File: config.mk
export PLATFORM = sky130hd
export DESIGN_NAME = io_po_pdc_ecb1_dchain_tx
export DESIGN_NICKNAME = d
export VERILOG_FILES = /design/src/rtl/io_po_pdc_ecb1_dchain_tx.sv
export SDC_FILE = /design/constraint.sdc
export NUM_CORES = 1
export LEC_CHECK = 0
export ABC_AREA = 1
export ABC_CLOCK_PERIOD_IN_PS = 3500
export CORE_MARGIN = 2
export CORE_UTILIZATION = 38
export DETAILED_ROUTE_END_ITERATION = 8
export PLACE_DENSITY_LB_ADDON = 0.2
export SETUP_SLACK_MARGIN = 0.1
export SLEW_MARGIN = 20
export SYNTH_ARGS = -nofsm -noshare
export SYNTH_HDL_FRONTEND = slang
export SYNTH_SLANG_ARGS = --single-unit
File: constraint.sdc
create_clock -name io_po_pdc_ecb1_clk -period 3.5 [get_ports io_po_pdc_ecb1_clk]
set_input_delay 1.05 -clock io_po_pdc_ecb1_clk [delete_from_list [all_inputs] [get_ports io_po_pdc_ecb1_clk]]
set_output_delay 1.05 -clock io_po_pdc_ecb1_clk [all_outputs]
set_load 0.03 [all_outputs]
File: src/rtl/io_po_pdc_ecb1_dchain_tx.sv
// Fabric-to-pad data-chain transmit cell: direct registered output, or a chain word framed as start/data/stop.
// Build option IO_PO_PDC_ECB1_PARITY_EN inserts an even-parity bit between data and stop.
module io_po_pdc_ecb1_dchain_tx #(
  parameter int CHAIN_W = 8,
  parameter int CFG_W   = 13
) (
  input  logic             io_po_pdc_ecb1_clk,
  input  logic             io_po_pdc_ecb1_reset,
  input  logic             SE0,
  input  logic             SE1,
  input  logic             SR,
  input  logic [0:CFG_W-1] feedthrough_mem_in,
  input  logic             io_po_pdc_ecb1_f2a_i,
  input  logic             io_po_pdc_ecb1_sc_in,
  output logic             io_po_pdc_ecb1_sc_out,
  output logic             io_po_pdc_ecb1_busy,
  output logic             io_po_pdc_ecb1_ovr,
  output logic             gfpga_pad_poutput_dchain_extmode_F2A,
  output logic             gfpga_pad_poutput_dchain_extmode_oe,
  output logic             gfpga_pad_poutput_dchain_extmode_mode_o
);

  localparam int CNT_W = (CHAIN_W > 1) ? $clog2(CHAIN_W) : 1;
  localparam logic [CNT_W-1:0] CNT_LAST = CNT_W'(CHAIN_W - 1);

`ifdef IO_PO_PDC_ECB1_PARITY_EN
  typedef enum logic [2:0] {IDLE, START, DATA, PAR, STOP} state_t;
`else
  typedef enum logic [1:0] {IDLE, START, DATA, STOP} state_t;
`endif

  state_t             state_q, state_d;
  logic [CHAIN_W-1:0] shift_q, hold_q, pend_q;
  logic [CNT_W-1:0]   cnt_q;
  logic               pend_v_q, ovr_q, se1_q, dir_q;
  logic               chain_mode, upd, tx_bit;
  logic               cfg_unused;

  assign chain_mode = feedthrough_mem_in[0];
  assign upd        = SE1 & ~se1_q & chain_mode;
  assign cfg_unused = ^feedthrough_mem_in[3:CFG_W-1];

  always_ff @(posedge io_po_pdc_ecb1_clk or posedge io_po_pdc_ecb1_reset) begin
    if (io_po_pdc_ecb1_reset) state_q <= IDLE;
    else                      state_q <= state_d;
  end

  always_comb begin
    state_d = state_q;
    if (SR || !chain_mode) begin
      state_d = IDLE;
    end else begin
      case (state_q)
        IDLE:  if (upd) state_d = START;
        START: state_d = DATA;
`ifdef IO_PO_PDC_ECB1_PARITY_EN
        DATA:  if (cnt_q == CNT_LAST) state_d = PAR;
        PAR:   state_d = STOP;
`else
        DATA:  if (cnt_q == CNT_LAST) state_d = STOP;
`endif
        // An update landing on STOP with nothing pending starts the next frame directly.
        STOP:  state_d = (pend_v_q || upd) ? START : IDLE;
        default: state_d = IDLE;
      endcase
    end
  end

  always_comb begin
    tx_bit = 1'b0;
    if (!chain_mode) begin
      tx_bit = dir_q;
    end else begin
      case (state_q)
        START:   tx_bit = 1'b1;
        DATA:    tx_bit = hold_q[cnt_q];
`ifdef IO_PO_PDC_ECB1_PARITY_EN
        PAR:     tx_bit = ^hold_q;
`endif
        default: tx_bit = 1'b0;
      endcase
    end
  end

  always_ff @(posedge io_po_pdc_ecb1_clk or posedge io_po_pdc_ecb1_reset) begin
    if (io_po_pdc_ecb1_reset) begin
      shift_q  <= '0;
      hold_q   <= '0;
      pend_q   <= '0;
      cnt_q    <= '0;
      pend_v_q <= 1'b0;
      ovr_q    <= 1'b0;
      se1_q    <= 1'b0;
      dir_q    <= 1'b0;
    end else begin
      se1_q <= SE1;
      dir_q <= SR ? 1'b0 : io_po_pdc_ecb1_f2a_i;
      if (SR) begin
        shift_q  <= '0;
        hold_q   <= '0;
        pend_q   <= '0;
        cnt_q    <= '0;
        pend_v_q <= 1'b0;
        ovr_q    <= 1'b0;
      end else begin
        if (SE0) shift_q <= {shift_q[CHAIN_W-2:0], io_po_pdc_ecb1_sc_in};
        if (!chain_mode) begin
          pend_v_q <= 1'b0;
        end else begin
          case (state_q)
            IDLE:  if (upd) hold_q <= shift_q;
            START: cnt_q <= '0;
            DATA:  if (cnt_q != CNT_LAST) cnt_q <= cnt_q + 1'b1;
            STOP: begin
              // Pending word is consumed before a same-cycle update refills pend.
              if (pend_v_q) begin
                hold_q   <= pend_q;
                pend_v_q <= upd;
                if (upd) pend_q <= shift_q;
              end else if (upd) begin
                hold_q <= shift_q;
              end
            end
            default: ;
          endcase
          if (upd && state_q != IDLE && state_q != STOP) begin
            ovr_q    <= ovr_q | pend_v_q;
            pend_q   <= shift_q;
            pend_v_q <= 1'b1;
          end
        end
      end
    end
  end

  assign io_po_pdc_ecb1_sc_out                   = shift_q[CHAIN_W-1];
  assign io_po_pdc_ecb1_busy                     = (state_q != IDLE) | pend_v_q;
  assign io_po_pdc_ecb1_ovr                      = ovr_q;
  assign gfpga_pad_poutput_dchain_extmode_F2A    = tx_bit ^ feedthrough_mem_in[2];
  assign gfpga_pad_poutput_dchain_extmode_oe     = feedthrough_mem_in[1];
  assign gfpga_pad_poutput_dchain_extmode_mode_o = feedthrough_mem_in[0];

endmodule
==> run summary, run 1 <==
The flow ran to the end, and the final reports show no timing, DRC or antenna violations. The number of hold violations in the final report came out at 0. The first global-routing pass estimated 6.47 mm of wire. Power spread over the standard cell area amounts to 387 nW/um^2.

Counting every net in the synthesized netlist gives 256. The via count of the first global-routing pass is 1441. The end of the critical path is gfpga_pad_poutput_dchain_extmode_mode_o.

By area, the combinational part of the netlist is dominated by simple AND/OR/NAND/NOR gates. Across all setup checks in the final design, the least slack found is 260 ps. In the routed design, unresolved DRC markers number 0.

The routed design has 3.68 mm of wire. Pin placement for this block handled 26 I/O pins. Hold is met by 501 ps. The critical path start-end classification is in -> out.

The buffer type at the clock tree root was sky130_fd_sc_hd__clkbuf_8. The area growth from synthesis to layout is 14.1%. The tool flagged a number of max-cap violations equal to 0.

Summed over all failing endpoints, the final setup total negative slack is 0 ps. The area fraction in compound gates after synthesis was 0.177. The worst path arrival time came out at 2190 ps. The CTS H-tree depth was 2; the highest clock rate was 0.309 GHz.

The library cell used most frequently in the layout, excluding fill and tap cells, is sky130_fd_sc_hd__nand2_1. The worst setup path is launched from an input port. For this design, the slowest cell found on the critical path is sky130_fd_sc_hd__clkdlybuf4s50_1.

The count of mapped cells out of synthesis is 229, and the total CTS buffers is 5. After the last flow step, the layout net total stands at 272. The post-synthesis share of cell area spent on full adders, half adders and majority gates works out to 0.0483. The tools report the post-DP HPWL as 2.67 mm.

The critical path contains buffers and inverters numbering 2 combined. In this run the critical register-to-register path is launched from state_q[0]. Counting along the longest clock path gives a buffer depth of 2. The number of hold buffers added after CTS was 0. The starting density of the core is 0.389, and the area share of and/or/nand/nor cells after synthesis is 0.213. The number of setup violations in the final report is 0. The CTS clock-pin slew for the worst setup and hold paths is 70 ps. The worst hold path belongs to the class reg -> reg.

The worst setup path is captured at an output port. The share of cell area taken by muxes after synthesis is 0. The total clock sinks is 33, and the final period demand of the worst path is 3240 ps. The routed wirelength normalized by instance count is 12.3 um.

During synthesis, Yosys emitted a total of 0 warnings. The count of cells resized by post-cts repair was 0; the worst ir drop on vdd was 0.181 mV. The initial antenna violation count was 0. Traced cell by cell, the critical path runs through clkdlybuf4s50_1 -> clkdlybuf4s50_1. The top cell types in the final layout, fill and taps aside, are sky130_fd_sc_hd__nand2_1, sky130_fd_sc_hd__inv_1, sky130_fd_sc_hd__dfrtp_1, sky130_fd_sc_hd__o21ai_0, sky130_fd_sc_hd__nor2_1.

In this run the critical register-to-register path is captured at pend_q[3]. In this run the remaining antenna-violating nets after routing total 0. The placed instances occupy a cell area of 1980 um^2.

The number of antenna diodes in the final layout is 0. Final weighted congestion in routability-driven placement: 0.752. The tools report the insertion delay of the later-clocked pin in the worst-skew pair as 280 ps. The total global-route track usage was 0.158; the number of vias per cell was 4.83.

The worst stage delay on the critical path is 660 ps, and the core footprint is 4660 um^2. The floorplan has 25 rows. The logs give 23 for the number of different library cells in the post-synthesis netlist and 1710 ps for the register-to-register setup slack.

The ratio of cells with drive above 1 in the final layout is 0.0976, and the area of the die is 5340 um^2. Summed over all layers, the global routing overflow is 0. The layout filler cell count is 461. Setup repair after global routing left no endpoint under its margin. The peak fanout along the critical path was 2.

The pre-antenna-repair detailed-routing pass consisted of 4 iterations. The detailed router placed 1450 vias in this run. The cell family contributing the most delay on the critical path is buffers and inverters. After synthesis, the mean cell area works out to 7.91 um^2. In this run the number of cells on the critical path is 2.

The worst slew slack as a fraction of its limit is 0.629, and the actual transition at the worst max-transition pin is 553 ps. TritonCTS built the clock tree. The max-slew violation count is 0. Counting stages on the worst path, the most repeated cell is sky130_fd_sc_hd__clkdlybuf4s50_1. In this run the worst setup path begins at feedthrough_mem_in[0]. Part of the Yosys area used for sequential elements: 0.456. The synthesized flop and latch total came out at 33. From bottom edge to top edge, the die measures 73.1 um. The XOR/XNOR share of the synthesized area works out to 0. The part of the cycle the worst path needs was 0.926; the leakage component of the power was 0.000991 uW. Entering global routing, the biggest net connects 34 pins. The logs give 2450 ps for the required time reported for the critical path endpoint and 0 for the setup fix buffers added after clock tree synthesis.

For the worst flop-to-flop path, the logic depth is 8. The run gives 4.32 ps as the largest clock skew in the final design. Summing all non-filler instances in the final layout gives an area of 2070 um^2. The number of buffers inserted by port buffering was 13.

After synthesis the cells add up to 1810 um^2. The initial DRC count was 61. The die is 73.1 um wide. At the placement stage, the worst setup path has a slack of 251 ps.
==> routing by layer <==
| metal | GRT usage | vias to the layer above | routed length (um) |
|---|---|---|---|
| met5 | 0 | - | 0 |
| met4 | 0.0864 | 0 | 70 |
| met3 | 0.0304 | 5 | 121 |
| met2 | 0.239 | 21 | 1680 |
| met1 | 0.213 | 660 | 1810 |
| li1 | - | 764 | - |
==> Yosys cell counts, drive strengths merged <==
master / instances / area (um^2)
nand2: 48 / 193
ha: 7 / 87.6
nor2: 25 / 113
o21ai: 35 / 183
nand4: 3 / 18.8
o211ai: 1 / 21.3
a22oi: 1 / 12.5
nand3: 11 / 55.1
buf: 6 / 41.3
clkbuf: 1 / 3.75
inv: 39 / 146
o32ai: 4 / 35.0
dfrtp: 33 / 826
a21oi: 14 / 70.1
or2: 1 / 6.26
==> cell families after synthesis <==
family / Yosys count
buffers and inverters: 46
DFF: 33
adders and majority gates: 7
AOI/OAI and AO/OA: 55
and+or+nand+nor: 88
==> how the worst min path moves through the flow <==
stage	from	to	slack (ps)	cells after the start
after detailed placement	pend_q[4]	pend_q[4]	480	2
final	pend_q[4]	pend_q[4]	500	2
after floorplan	pend_q[2]	pend_q[2]	460	2
after CTS	pend_q[4]	pend_q[4]	500	2
after global placement	pend_q[4]	pend_q[4]	480	2
after global routing	pend_q[2]	pend_q[2]	530	2
==> registers in the layout, indices dropped and copies added (netlist names) <==
register and flops:
hold_q 8, pend_q 8, shift_q 8, cnt_q 3, state_q 2, dir_q 1
io_po_pdc_ecb1_ovr 1, pend_v_q 1, se1_q 1
==> metrics by stage <==
stage               power (uW)  utilization  cells
floorplan                  500            -    229
global placement           534        0.426    292
detailed placement         535        0.426    292
CTS                        811        0.443    300
global route               842        0.443    300
finish                     799        0.443    300
==> power breakdown <==
| part | switching [uW] | internal [uW] | total [uW] |
|---|---|---|---|
| combinational | 76.1 | 42.4 | 118 |
| sequential | 9.51 | 399 | 409 |
| clock | 134 | 138 | 272 |
==> area by class of cell <==
| type | count | area [um^2] | area share |
|---|---|---|---|
| Sequential cell | 33 | 826 | 0.400 |
| Multi-Input combinational cell | 150 | 795 | 0.384 |
| Timing Repair Buffer | 16 | 150 | 0.0726 |
| Inverter | 39 | 146 | 0.0708 |
| Clock buffer | 6 | 72.6 | 0.0351 |
| Tap cell | 54 | 67.6 | 0.0327 |
| Clock inverter | 2 | 10.0 | 0.00484 |
No activity file was read; power rests on OpenSTA's default activity.
==> run 2, diff against run 1 <==
--- a/config.mk
+++ b/config.mk
@@ -9,6 +9,7 @@
 export ABC_CLOCK_PERIOD_IN_PS = 3500
 export CORE_MARGIN = 2
 export CORE_UTILIZATION = 38
+export CTS_CLUSTER_SIZE = 8
 export DETAILED_ROUTE_END_ITERATION = 8
 export PLACE_DENSITY_LB_ADDON = 0.2
 export SETUP_SLACK_MARGIN = 0.1
==> results of run 2 <==
Final layout, timing and power as in run 1 (identical DEF).
